**src/rtl/if_prefetch_stage_pkg.sv**
```systemverilog
// Shared widths, bundle layouts and PC helper for the instruction-fetch prefetch stage.
package if_prefetch_stage_pkg;

  localparam int unsigned FS_PC_W       = 32;
  localparam int unsigned FS_DATA_W     = 64;
  localparam int unsigned BRANCH_DATA_W = 33;
  localparam logic [FS_PC_W-1:0] IF_RESET_PC = '0;

  typedef struct packed {
    logic [31:0]        instr;
    logic [FS_PC_W-1:0] pc;
  } fs_data_t;

  typedef struct packed {
    logic [FS_PC_W-1:0] branch_addr;
    logic               branch_control;
  } branch_data_t;

  function automatic logic [FS_PC_W-1:0] next_pc(input logic [FS_PC_W-1:0] pc);
    return pc + FS_PC_W'(4);
  endfunction

endpackage

```
**src/rtl/if_prefetch_fifo.sv**
```systemverilog
// DEPTH-entry circular buffer with synchronous clear; head entry is always visible.
module if_prefetch_fifo #(
  parameter int unsigned DEPTH = 4,
  parameter int unsigned WIDTH = 64
) (
  input  logic                     clk,
  input  logic                     i_clear,
  input  logic                     i_push,
  input  logic                     i_pop,
  input  logic [WIDTH-1:0]         i_data,
  output logic [WIDTH-1:0]         o_head,
  output logic [$clog2(DEPTH):0]   o_count
);

  localparam int unsigned PW = $clog2(DEPTH);

  logic [WIDTH-1:0] r_mem [DEPTH];
  logic [PW-1:0]    r_rd_ptr;
  logic [PW-1:0]    r_wr_ptr;
  logic [PW:0]      r_count;

  always_ff @(posedge clk) begin
    if (i_push && !i_clear) begin
      r_mem[r_wr_ptr] <= i_data;
    end
  end

  // DEPTH is a power of two, so pointer wrap is plain overflow.
  always_ff @(posedge clk) begin
    if (i_clear) begin
      r_rd_ptr <= '0;
      r_wr_ptr <= '0;
      r_count  <= '0;
    end else begin
      if (i_push) r_wr_ptr <= r_wr_ptr + PW'(1);
      if (i_pop)  r_rd_ptr <= r_rd_ptr + PW'(1);
      case ({i_push, i_pop})
        2'b10:   r_count <= r_count + (PW+1)'(1);
        2'b01:   r_count <= r_count - (PW+1)'(1);
        default: r_count <= r_count;
      endcase
    end
  end

  assign o_head  = r_mem[r_rd_ptr];
  assign o_count = r_count;

endmodule

```
**src/rtl/if_prefetch_stage.sv**
```systemverilog
// Fetch stage: credit-based SRAM read issue feeding a prefetch buffer, with zero-bubble branch redirect.
module if_prefetch_stage
  import if_prefetch_stage_pkg::*;
#(
  parameter int unsigned        DEPTH    = 4,
  parameter logic [FS_PC_W-1:0] RESET_PC = IF_RESET_PC
) (
  input  logic                       clk,
  input  logic                       reset,
  input  logic                       fs_ds_reg_allow_in,
  output logic                       fs_to_ds_reg_valid,
  output logic [FS_DATA_W-1:0]       fs_data,
  input  logic [BRANCH_DATA_W-1:0]   branch_data,
  input  logic [31:0]                instr,
  output logic [31:0]                instr_sram_addr,
  output logic [31:0]                instr_sram_wdata,
  output logic                       instr_sram_en,
  output logic                       instr_sram_we,
  output logic [$clog2(DEPTH):0]     fifo_count
);

  localparam int unsigned CW = $clog2(DEPTH) + 1;

  branch_data_t       w_br;
  fs_data_t           w_push_data;
  logic [FS_PC_W-1:0] r_fetch_pc;
  logic [FS_PC_W-1:0] r_req_pc;
  logic               r_inflight;
  logic               w_kill;
  logic               w_pop;
  logic               w_push;
  logic               w_credit;
  logic               w_issue;
  logic [FS_PC_W-1:0] w_issue_pc;
  logic [CW:0]        w_occ;
  logic [CW:0]        w_limit;

  assign w_br   = branch_data;
  assign w_kill = w_br.branch_control;

  assign fs_to_ds_reg_valid = (fifo_count != '0) && !w_br.branch_control;
  assign w_pop  = fs_to_ds_reg_valid && fs_ds_reg_allow_in;
  // A response landing in the branch cycle belongs to the old path.
  assign w_push = r_inflight && !w_kill;

  // Credit counts the same-cycle pop so DEPTH=2 still streams one per cycle.
  assign w_occ    = {1'b0, fifo_count} + {{CW{1'b0}}, r_inflight};
  assign w_limit  = (CW+1)'(DEPTH) + {{CW{1'b0}}, w_pop};
  assign w_credit = w_occ < w_limit;

  assign w_issue    = !reset && (w_br.branch_control || w_credit);
  assign w_issue_pc = w_br.branch_control ? w_br.branch_addr : r_fetch_pc;

  assign instr_sram_en    = w_issue;
  assign instr_sram_addr  = w_issue_pc;
  assign instr_sram_wdata = '0;
  assign instr_sram_we    = 1'b0;

  always_ff @(posedge clk) begin
    if (reset) begin
      r_fetch_pc <= RESET_PC;
      r_req_pc   <= RESET_PC;
      r_inflight <= 1'b0;
    end else begin
      r_inflight <= w_issue;
      if (w_issue) begin
        r_req_pc   <= w_issue_pc;
        r_fetch_pc <= next_pc(w_issue_pc);
      end
    end
  end

  assign w_push_data.instr = instr;
  assign w_push_data.pc    = r_req_pc;

  if_prefetch_fifo #(
    .DEPTH (DEPTH),
    .WIDTH (FS_DATA_W)
  ) u_fifo (
    .clk     (clk),
    .i_clear (reset || w_br.branch_control),
    .i_push  (w_push),
    .i_pop   (w_pop),
    .i_data  (w_push_data),
    .o_head  (fs_data),
    .o_count (fifo_count)
  );

endmodule
```
**config.mk**
```make
export PLATFORM = sky130hd
export DESIGN_NAME = if_prefetch_stage
export DESIGN_NICKNAME = d
export VERILOG_FILES = /design/src/rtl/if_prefetch_stage_pkg.sv /design/src/rtl/if_prefetch_fifo.sv /design/src/rtl/if_prefetch_stage.sv
export SDC_FILE = /design/constraint.sdc
export NUM_CORES = 1
export LEC_CHECK = 0
export CAP_MARGIN = 30
export CORE_ASPECT_RATIO = 0.5
export CORE_MARGIN = 5
export CORE_UTILIZATION = 45
export DETAILED_ROUTE_END_ITERATION = 10
export HOLD_SLACK_MARGIN = 0.03
export PLACE_DENSITY = 0.68
export RECOVER_POWER = 100
export SLEW_MARGIN = 10
export SYNTH_ARGS = -nofsm -noshare
export SYNTH_HDL_FRONTEND = slang
export SYNTH_SLANG_ARGS = --single-unit
```
**constraint.sdc**
```tcl
create_clock -name clk -period 5.3 [get_ports clk]
set_clock_uncertainty 0.2 [all_clocks]
set_input_delay 1.06 -clock clk [delete_from_list [all_inputs] [get_ports clk]]
set_output_delay 1.06 -clock clk [all_outputs]
set_load 0.005 [all_outputs]
```
Yosys cells after proc, flatten, opt, wreduce, memory -nomap -nowiden
Memory sizes are Yosys's and may differ from the RTL's. A register that Yosys moved wholly into a read port is not among the register bits.
Index checks and enable logic that the tools add are counted.
W data, S select, Z words.
Storage, ports and cells
  flip-flop bits (word level): 72
  word-level logic and storage cells: 35
  input bits: 68
  memories kept: 1
  RAM bits: 256
  output and inout port bits: 134
Memories
  u_fifo.r_mem: words 4, bits a word 64, rd ports 1, clocked after Yosys merged registers in 1, wr ports 1, line if_prefetch_fifo.sv:17  | logic [WIDTH-1:0] r_mem [DEPTH];
Cells by class
  equality and inequality tests: 2
  $add $sub $neg: 7
  mux-type cells: 6
  reductions and logical operators: 12
  magnitude comparators: 1
Operator list (number)
  $add A32 B3 Y32 const B: 1
  $mux W32: 1
  $pmux W3 S2: 1
  $logic_and A1 B1 Y1: 5
  $add A2 B1 Y2 const B: 2
  $add A3 B1 Y4: 1
  $add A3 B1 Y4 const A: 1
  $lt A4 B4 Y1: 1
  $mux W2: 2
  $add A3 B1 Y3 const B: 1
  $logic_not A1 Y1: 3
  $reduce_bool A3 Y1: 1
  $sub A3 B1 Y3 const B: 1
  $eq A2 B1 Y1 const B: 1
  $eq A2 B2 Y1 const B: 1
  $logic_or A1 B1 Y1: 2
  $mux W1: 2
  $reduce_bool A2 Y1: 1

Depth between registers and ports, before layout
Gate-level depths: netlist (run 1).
  word-level depth: 7
  mapped depth: 12
  gate-level depth less buffers: 8

Cells and area by module
A second synthesis (run 1) with hierarchy kept.
Second synthesis, totals
  cells, all modules: 842
  area, all modules: 13476.7 µm²
Modules (own cells, without submodules)
  if_prefetch_fifo: instances 1, area each 9736.8 µm², sequential area each 7867.5 µm², cells an instance 380
  if_prefetch_stage: instances 1, area each 3739.8 µm², sequential area each 1261.2 µm², cells an instance 462

Worst setup path before layout (run 1)
Ideal clock, no wire load.
  kind: input to register
  start point: in branch_data[0]
  end point: mem u_fifo.r_mem[0][0], enable pin
  slack: 0.981 ns
  buffers on the path: 5
  cell stages on the path: 8
  data required time: 4.671 ns
  library setup time: 0.429 ns
  data arrival time: 3.690 ns
  path through: buf_6 buf_8 buf_4 buf_2 buf_2 nand2b_1 nor2_1 and2_1
On the way
  word-level cells in the longest chain between the ends: 5
  elaborated cells between the ends (all ways): 7
  those cells by class: mux (2); reduce/logical (5)
Ends and longest elaborated chain
  start, declared: line if_prefetch_stage.sv:13  | input logic [BRANCH_DATA_W-1:0] branch_data,
  $logic_not A1 Y1 / $logic_or A1 B1 Y1 (equally long branches): line if_prefetch_stage.sv:44, if_prefetch_stage.sv:81
  $logic_and A1 B1 Y1 / $logic_not A1 Y1 (equally long branches): line if_prefetch_stage.sv:44, if_prefetch_fifo.sv:23
  $logic_and A1 B1 Y1 (*): line if_prefetch_fifo.sv:23  | if (i_push && !i_clear) begin
  $mux W1 (*): line if_prefetch_fifo.sv:23
  $mux W1 (not written as such) (*): line if_prefetch_fifo.sv:24  | r_mem[r_wr_ptr] <= i_data;
  end, declared: line if_prefetch_fifo.sv:17
Mark *: on every way between the ends. The rest lies on a longest branch, timed or not.

Worst setup path in the final report (run 1)
  start point: in branch_data[0]
  end point: out instr_sram_addr[4]
On the way
  word-level cells in the longest chain between the ends: 1
Ends and longest elaborated chain
  $mux W32: line if_prefetch_stage.sv:52  | assign w_issue_pc = w_br.branch_control ? w_br.branch_addr : r_fetch_pc;
  end, declared: line if_prefetch_stage.sv:15  | output logic [31:0] instr_sram_addr,
No other way between the ends.

==> flow_summary.json, run 1 <==
{
  "areaGrowthSynthToFinish_pct": 22.51,
  "slew_viol_final": 159,
  "hp-class": "reg2reg",
  "io_pins": 202,
  "grt_pass1_wl_mm": 47.71,
  "finalHoldViolations": 0,
  "crit_fanout": 24,
  "ys_warn_count": 0,
  "finalSetupViolCount": 0,
  "cp-end-kind": "output port",
  "h-tree-depth": 1,
  "ys_types": 69,
  "io_buffers": 168,
  "drt_first_pass_iters": 5,
  "grt_max_degree": 79,
  "power.share.clock": 0.416,
  "timing.reg2reg.worst_path_depth": 7,
  "ys_seq_elements": 328,
  "drc": 0,
  "nNetsFinal": 1076,
  "die-area_mm2": 0.03353,
  "p_per_area_mw_per_mm2": 332.7,
  "arrival_ns": 3.44,
  "fillers": 2294,
  "fin_crit_ns": 4.704,
  "clk_pin_slew_ns": 0.07,
  "p_seq_frac": 0.525,
  "routed_wl_mm": 30.90,
  "p_sw_frac": 0.2059,
  "fin_tns_setup_ns": 0,
  "cts_hold_buffers": 0,
  "insertion_delay_ns": 0.55,
  "status": "complete, but fails checks",
  "r2r-end": "r_fetch_pc[23]$_SDFFE_PP0P_",
  "first_global_vias": 8116,
  "antenna_found_initial": 2,
  "fp.dieH_um": 132.0,
  "hp-start": "r_fetch_pc[11]$_SDFFE_PP0P_",
  "cp.required_ns": 4.04,
  "worstSetupPathType": "in2out",
  "post_cts_buffers": 0,
  "rows": 44,
  "rsz0062_at_grt": "false",
  "finalPower_uw": 5461,
  "hpwl_mm": 19.71,
  "maxCapViolations": 3,
  "grt_overflow": 0,
  "hold_path_end": "r_fetch_pc[11]$_SDFFE_PP0P_",
  "place_congestion": 0.8953,
  "drive_above_1_share": 0.1468,
  "clock.fmax_ghz": 0.2126,
  "finalNonFillerCells": 1415,
  "die_w_um": 254.0,
  "timing.rr.start": "u_fifo.o_count[0]$_SDFFE_PP0P_",
  "ys_seq_area_frac": 0.6814,
  "ant_nets": 0,
  "synth-edff-count": 256,
  "cts_sinks": 328,
  "peakVddDrop_mv": 0.2574,
  "worst_slew_pin_slew_ns": 2.551,
  "fin_crit_sh": 0.8876,
  "drt_iter0_drc": 563,
  "initial_core_util": 0.4591,
  "synth_flop_cell": "edfxtp_1",
  "violations": "capacitance limit, slew limit",
  "critPathLaunchType": "input pin",
  "vias": 7703,
  "cts_root_buffer": "clkbuf_16",
  "reg2reg_slack_ns": 1.41,
  "drt-vias-per-instance": 5.444,
  "wl_per_cell_um": 21.84,
  "core_mm2": 0.02918,
  "syn_inst": 825,
  "placed_cells": 1358,
  "grt_usage": 0.1816,
  "holdPathStages": 2,
  "p_leak_uw": 0.005689,
  "ctsResizeCount": 0,
  "synth.avg_cell_area_um2": 16.24,
  "p_int_uw": 4336,
  "p_comb_frac": 0.059,
  "switchingPower_uw": 1124,
  "cts_buffer_depth": 3,
  "async_reset_ff_frac": 0,
  "final_core_util": 0.5625,
  "tritoncts": "done",
  "cts_buffers": 30,
  "synth.cell_area_mm2": 0.01340,
  "slew_headroom": -0.7010
}
[state kept, by name, indices dropped and copies added, names as in the netlist, named ones only]
| name | flops |
|---|---|
| u_fifo.r_wr_ptr | 2 |
| r_req_pc | 30 |
| u_fifo.r_rd_ptr | 2 |
| u_fifo.r_mem | 256 |
| r_inflight | 1 |
| u_fifo.o_count | 3 |
| r_fetch_pc | 32 |
[logic make-up after synthesis]
kind of cell             Yosys count  synth area share
flip-flops                       328            0.6814
AO/OA/AOI/OAI                     84           0.04931
XOR/XNOR                          19           0.01242
AND/OR/NAND/NOR                  184           0.07369
buffers and inverters            104           0.04128
other                              1         0.0002799
adder cells (fa/ha/maj)            9          0.008966
multiplexers                      96            0.1326
[power groups by stage]
stage          registers, uW  logic (uW)  clock network [uW]
2_1_floorplan           2910         173                   0
3_3_place_gp            2920         335                   0
3_5_place_dp            2920         341                   0
4_1_cts                 2870         343                2320
5_1_grt                 2870         347                2440
6_report                2870         321                2270
[cells in the mapped netlist (all sizes together), types with 15 or more instances]
| cell type | count | area share |
|---|---|---|
| buf | 50 | 0.026 |
| mux2i | 20 | 0.015 |
| a21oi | 15 | 0.0059 |
| clkbuf | 24 | 0.0067 |
| edfxtp | 256 | 0.57 |
| mux4 | 64 | 0.11 |
| a211oi | 25 | 0.015 |
| nand2 | 36 | 0.010 |
| nand3 | 25 | 0.0097 |
| inv | 30 | 0.0084 |
| nor2 | 59 | 0.017 |
| dfxtp | 72 | 0.11 |
[worst max-delay path, cell delays in order]
cell	delay [ns]
buf_2	0.46
clkbuf_1	0.72
mux2i_1	0.59
inv_1	0.13
clkdlybuf4s50_1	0.47
[stage by stage]
step | instance area, um^2 | worst slack [ns] | hold WS (ns)
3_5_place_dp | 15390 | 1.042 | 0.2554
6_report | 16410 | 0.5958 | 0.2616
4_1_cts | 16440 | 1.046 | 0.2648
2_1_floorplan | 13520 | 0.9809 | 0.2312
5_1_grt | 16410 | 0.4516 | 0.2796
3_3_place_gp | 15390 | 1.129 | 0.2443
[how the worst max path moves through the flow]
| stage | to | slack, ns | depth (start not counted) | start |
|---|---|---|---|---|
| CTS | instr_sram_addr[4] | 1.05 | 5 | branch_data[0] |
| global placement | instr_sram_addr[4] | 1.13 | 5 | branch_data[0] |
| global route | instr_sram_addr[11] | 0.45 | 5 | branch_data[0] |
| detailed placement | instr_sram_addr[4] | 1.04 | 5 | branch_data[0] |
| floorplan | u_fifo.r_mem[0][0]$_DFFE_PP_ | 0.98 | 8 | branch_data[0] |
| finish | instr_sram_addr[4] | 0.60 | 5 | branch_data[0] |
[cells in the final DEF, fill, tap and decap left out, drive strengths merged, types with 30 or more instances in the layout]
master,synthesis,final
clkbuf,24,44
clkdlybuf4s50,0,49
conb,1,33
dfxtp,72,72
dlygate4sd3,0,117
edfxtp,256,256
inv,30,30
mux4,64,64
nand2,36,36
nor2,59,59
[final cells by class]
type | count | area (um^2) | area share
antenna | 2 | 5.005 | 0.0003049
multi-input combinational | 425 | 3841 | 0.2340
clock inverter | 16 | 205.2 | 0.01250
clock buffer | 39 | 835.8 | 0.05093
sequential | 328 | 9134 | 0.5565
tap | 391 | 489.2 | 0.02981
timing repair buffer | 184 | 1789 | 0.1090
inverter | 30 | 112.6 | 0.006861
[metal layers]
metal / track usage / vias to the layer above / wire length, um
met5: 0 / - / 0
met4: 0.06049 / 0 / 1056
met3: 0.03371 / 60 / 1668
met2: 0.3104 / 232 / 15450
met1: 0.2361 / 3901 / 12730
li1: - / 3510 / -
Power figures use the tool's default switching activity.
==> run 2: changes to the inputs <==
--- a/config.mk
+++ b/config.mk
@@ -11,9 +11,10 @@
 export CORE_UTILIZATION = 45
 export DETAILED_ROUTE_END_ITERATION = 10
 export HOLD_SLACK_MARGIN = 0.03
-export PLACE_DENSITY = 0.68
+export PLACE_DENSITY = 0.71
 export RECOVER_POWER = 100
 export SLEW_MARGIN = 10
 export SYNTH_ARGS = -nofsm -noshare
 export SYNTH_HDL_FRONTEND = slang
 export SYNTH_SLANG_ARGS = --single-unit
+export TNS_END_PERCENT = 1
==> constraint.sdc (replaced) <==
create_clock -name clk -period 3.8 [get_ports clk]
set_clock_uncertainty 0.2 [all_clocks]
set_input_delay 0.76 -clock clk [delete_from_list [all_inputs] [get_ports clk]]
set_output_delay 0.76 -clock clk [all_outputs]
set_load 0.005 [all_outputs]
==> flow_summary.json, run 2 (synthesis results as in run 1) <==
{
  "antenna_found_initial": 1,
  "arrival_ns": 2.70,
  "hpwl_mm": 20.92,
  "place_congestion": 0.8874,
  "largest-register": "u_fifo.r_mem",
  "insertion_delay_ns": 0.55,
  "multi_input_area_mm2": 0.003826,
  "die-area_mm2": 0.03353,
  "grt_usage": 0.1805,
  "slew_viol_final": 197,
  "drt-vias-per-instance": 5.415,
  "post-place-ws_ns": 0.3168,
  "largest_reg_flops": 256,
  "cts_sinks": 328,
  "layout_common_cells": "edfxtp_1 (256), clkdlybuf4s50_1 (91), dlygate4sd3_1 (75), dfxtp_1 (68), mux4_2 (64)",
  "final_common_cell": "edfxtp_1",
  "drt_iter0_drc": 644,
  "cts_buffer_depth": 3,
  "finalSetupViolCount": 0,
  "hp-class": "reg2reg",
  "cp-end-kind": "output port",
  "p_per_area_mw_per_mm2": 457.7,
  "h-tree-depth": 1,
  "timing.reg2reg.worst_path_depth": 7,
  "first_global_vias": 8102,
  "cp.required_ns": 2.84,
  "maxCapViolations": 6,
  "antennaDiodeCount": 0,
  "grt_overflow": 0,
  "tritoncts": "done",
  "finalPower_uw": 7588,
  "fillers": 2277,
  "worst_slew_pin_slew_ns": 1.771,
  "placed_area_mm2": 0.01563,
  "clk_pin_slew_ns": 0.06,
  "placed_cells": 1378,
  "seqCellArea_mm2": 0.009136,
  "crit_fanout": 27,
  "fp.dieH_um": 132.0,
  "fin_crit_sh": 0.9628,
  "cts_buffers": 29,
  "final_area_mm2": 0.01658,
  "nNetsFinal": 1095,
  "slew_headroom": -0.1809,
  "ant_nets": 0,
  "grt_max_degree": 79,
  "drt_first_pass_iters": 5,
  "critPathLaunchType": "flop",
  "core_mm2": 0.02918,
  "finalNonFillerCells": 1431,
  "clock.fmax_ghz": 0.2733,
  "p_leak_uw": 0.005770,
  "finalHoldViolations": 0,
  "cts_hold_buffers": 0,
  "reg_top3": "u_fifo.r_mem: 256 flops, r_fetch_pc: 32 flops, r_req_pc: 30 flops",
  "status": "complete, but fails checks",
  "rsz0062_at_grt": "false",
  "io_pins": 202,
  "rows": 44,
  "holdPathStages": 2,
  "grt_pass1_wl_mm": 47.73,
  "worstSetupPathType": "reg2out",
  "drive_above_1_share": 0.1577,
  "die_w_um": 254.0,
  "fin_crit_ns": 3.659,
  "peakVddDrop_mv": 0.2912,
  "io_buffers": 168,
  "drc": 0,
  "vias": 7749,
  "violations": "capacitance limit, slew limit",
  "fin_tns_setup_ns": 0,
  "areaGrowthSynthToFinish_pct": 23.76,
  "layout_setup_ws_ns": 0.1415,
  "initial_core_util": 0.4591,
  "routed_wl_mm": 30.73,
  "cts_root_buffer": "clkbuf_16",
  "wl_per_cell_um": 21.47
}
==> run 2: through the flow <==
| step | hold slack, ns | utilization |
|---|---|---|
| after floorplan | 0.2312 | - |
| after global placement | 0.2412 | 0.5358 |
| after detailed placement | 0.2576 | 0.5358 |
| after CTS | 0.2669 | 0.5708 |
| after global routing | 0.2878 | 0.5682 |
| final | 0.2659 | 0.5682 |
==> run 2: critical path, cell delays in order, from the launching register on <==
cell and delay, ns:
dfxtp_2 0.90, buf_12 0.29, mux4_2 0.33, dlygate4sd3_1 0.60
==> run 2: cell type report <==
cell class                 count  share of cell area
inverter                      30            0.006792
clock buffer                  35             0.04762
tap                          391             0.02951
multi-input combinational    425              0.2308
sequential                   328              0.5511
clock inverter                18             0.01411
timing repair buffer         204              0.1201
==> run 2: repair_timing <==
| item | 4_1_cts | 5_1_grt |
|---|---|---|
| setup buffers | 0 | 0 |
| resized for setup | 0 | 2 |
| setup endpoints to repair | 0 | 1 |
==> run 2: path summary, 6_finish.rpt <==
| check | start | slack, ns | to |
|---|---|---|---|
| max | flop | 0.14 | fs_data[46] |
| min reg2reg | r_fetch_pc[11]$_SDFFE_PP0P_ | 0.27 | r_fetch_pc[11]$_SDFFE_PP0P_ |
| min | r_fetch_pc[11]$_SDFFE_PP0P_ | 0.27 | r_fetch_pc[11]$_SDFFE_PP0P_ |
| max reg2reg | u_fifo.o_count[0]$_SDFFE_PP0P_ | 0.28 | r_fetch_pc[29]$_SDFFE_PP0P_ |
==> run 2: power breakdown <==
group / total (uW) / switching, uW / internal [uW] / leakage, uW
registers: 4000 / 59.8 / 3940 / 0.00290
clock network: 3120 / 1290 / 1830 / 0.000493
logic: 467 / 232 / 236 / 0.00238
==> run 2: routing by layer <==
layer / vias up / track usage / routed length [um]
met4: 2 / 0.04678 / 868
met1: 3934 / 0.2418 / 13020
met3: 66 / 0.03055 / 1319
met2: 204 / 0.3094 / 15520
met5: - / 0 / 7
li1: 3543 / - / -
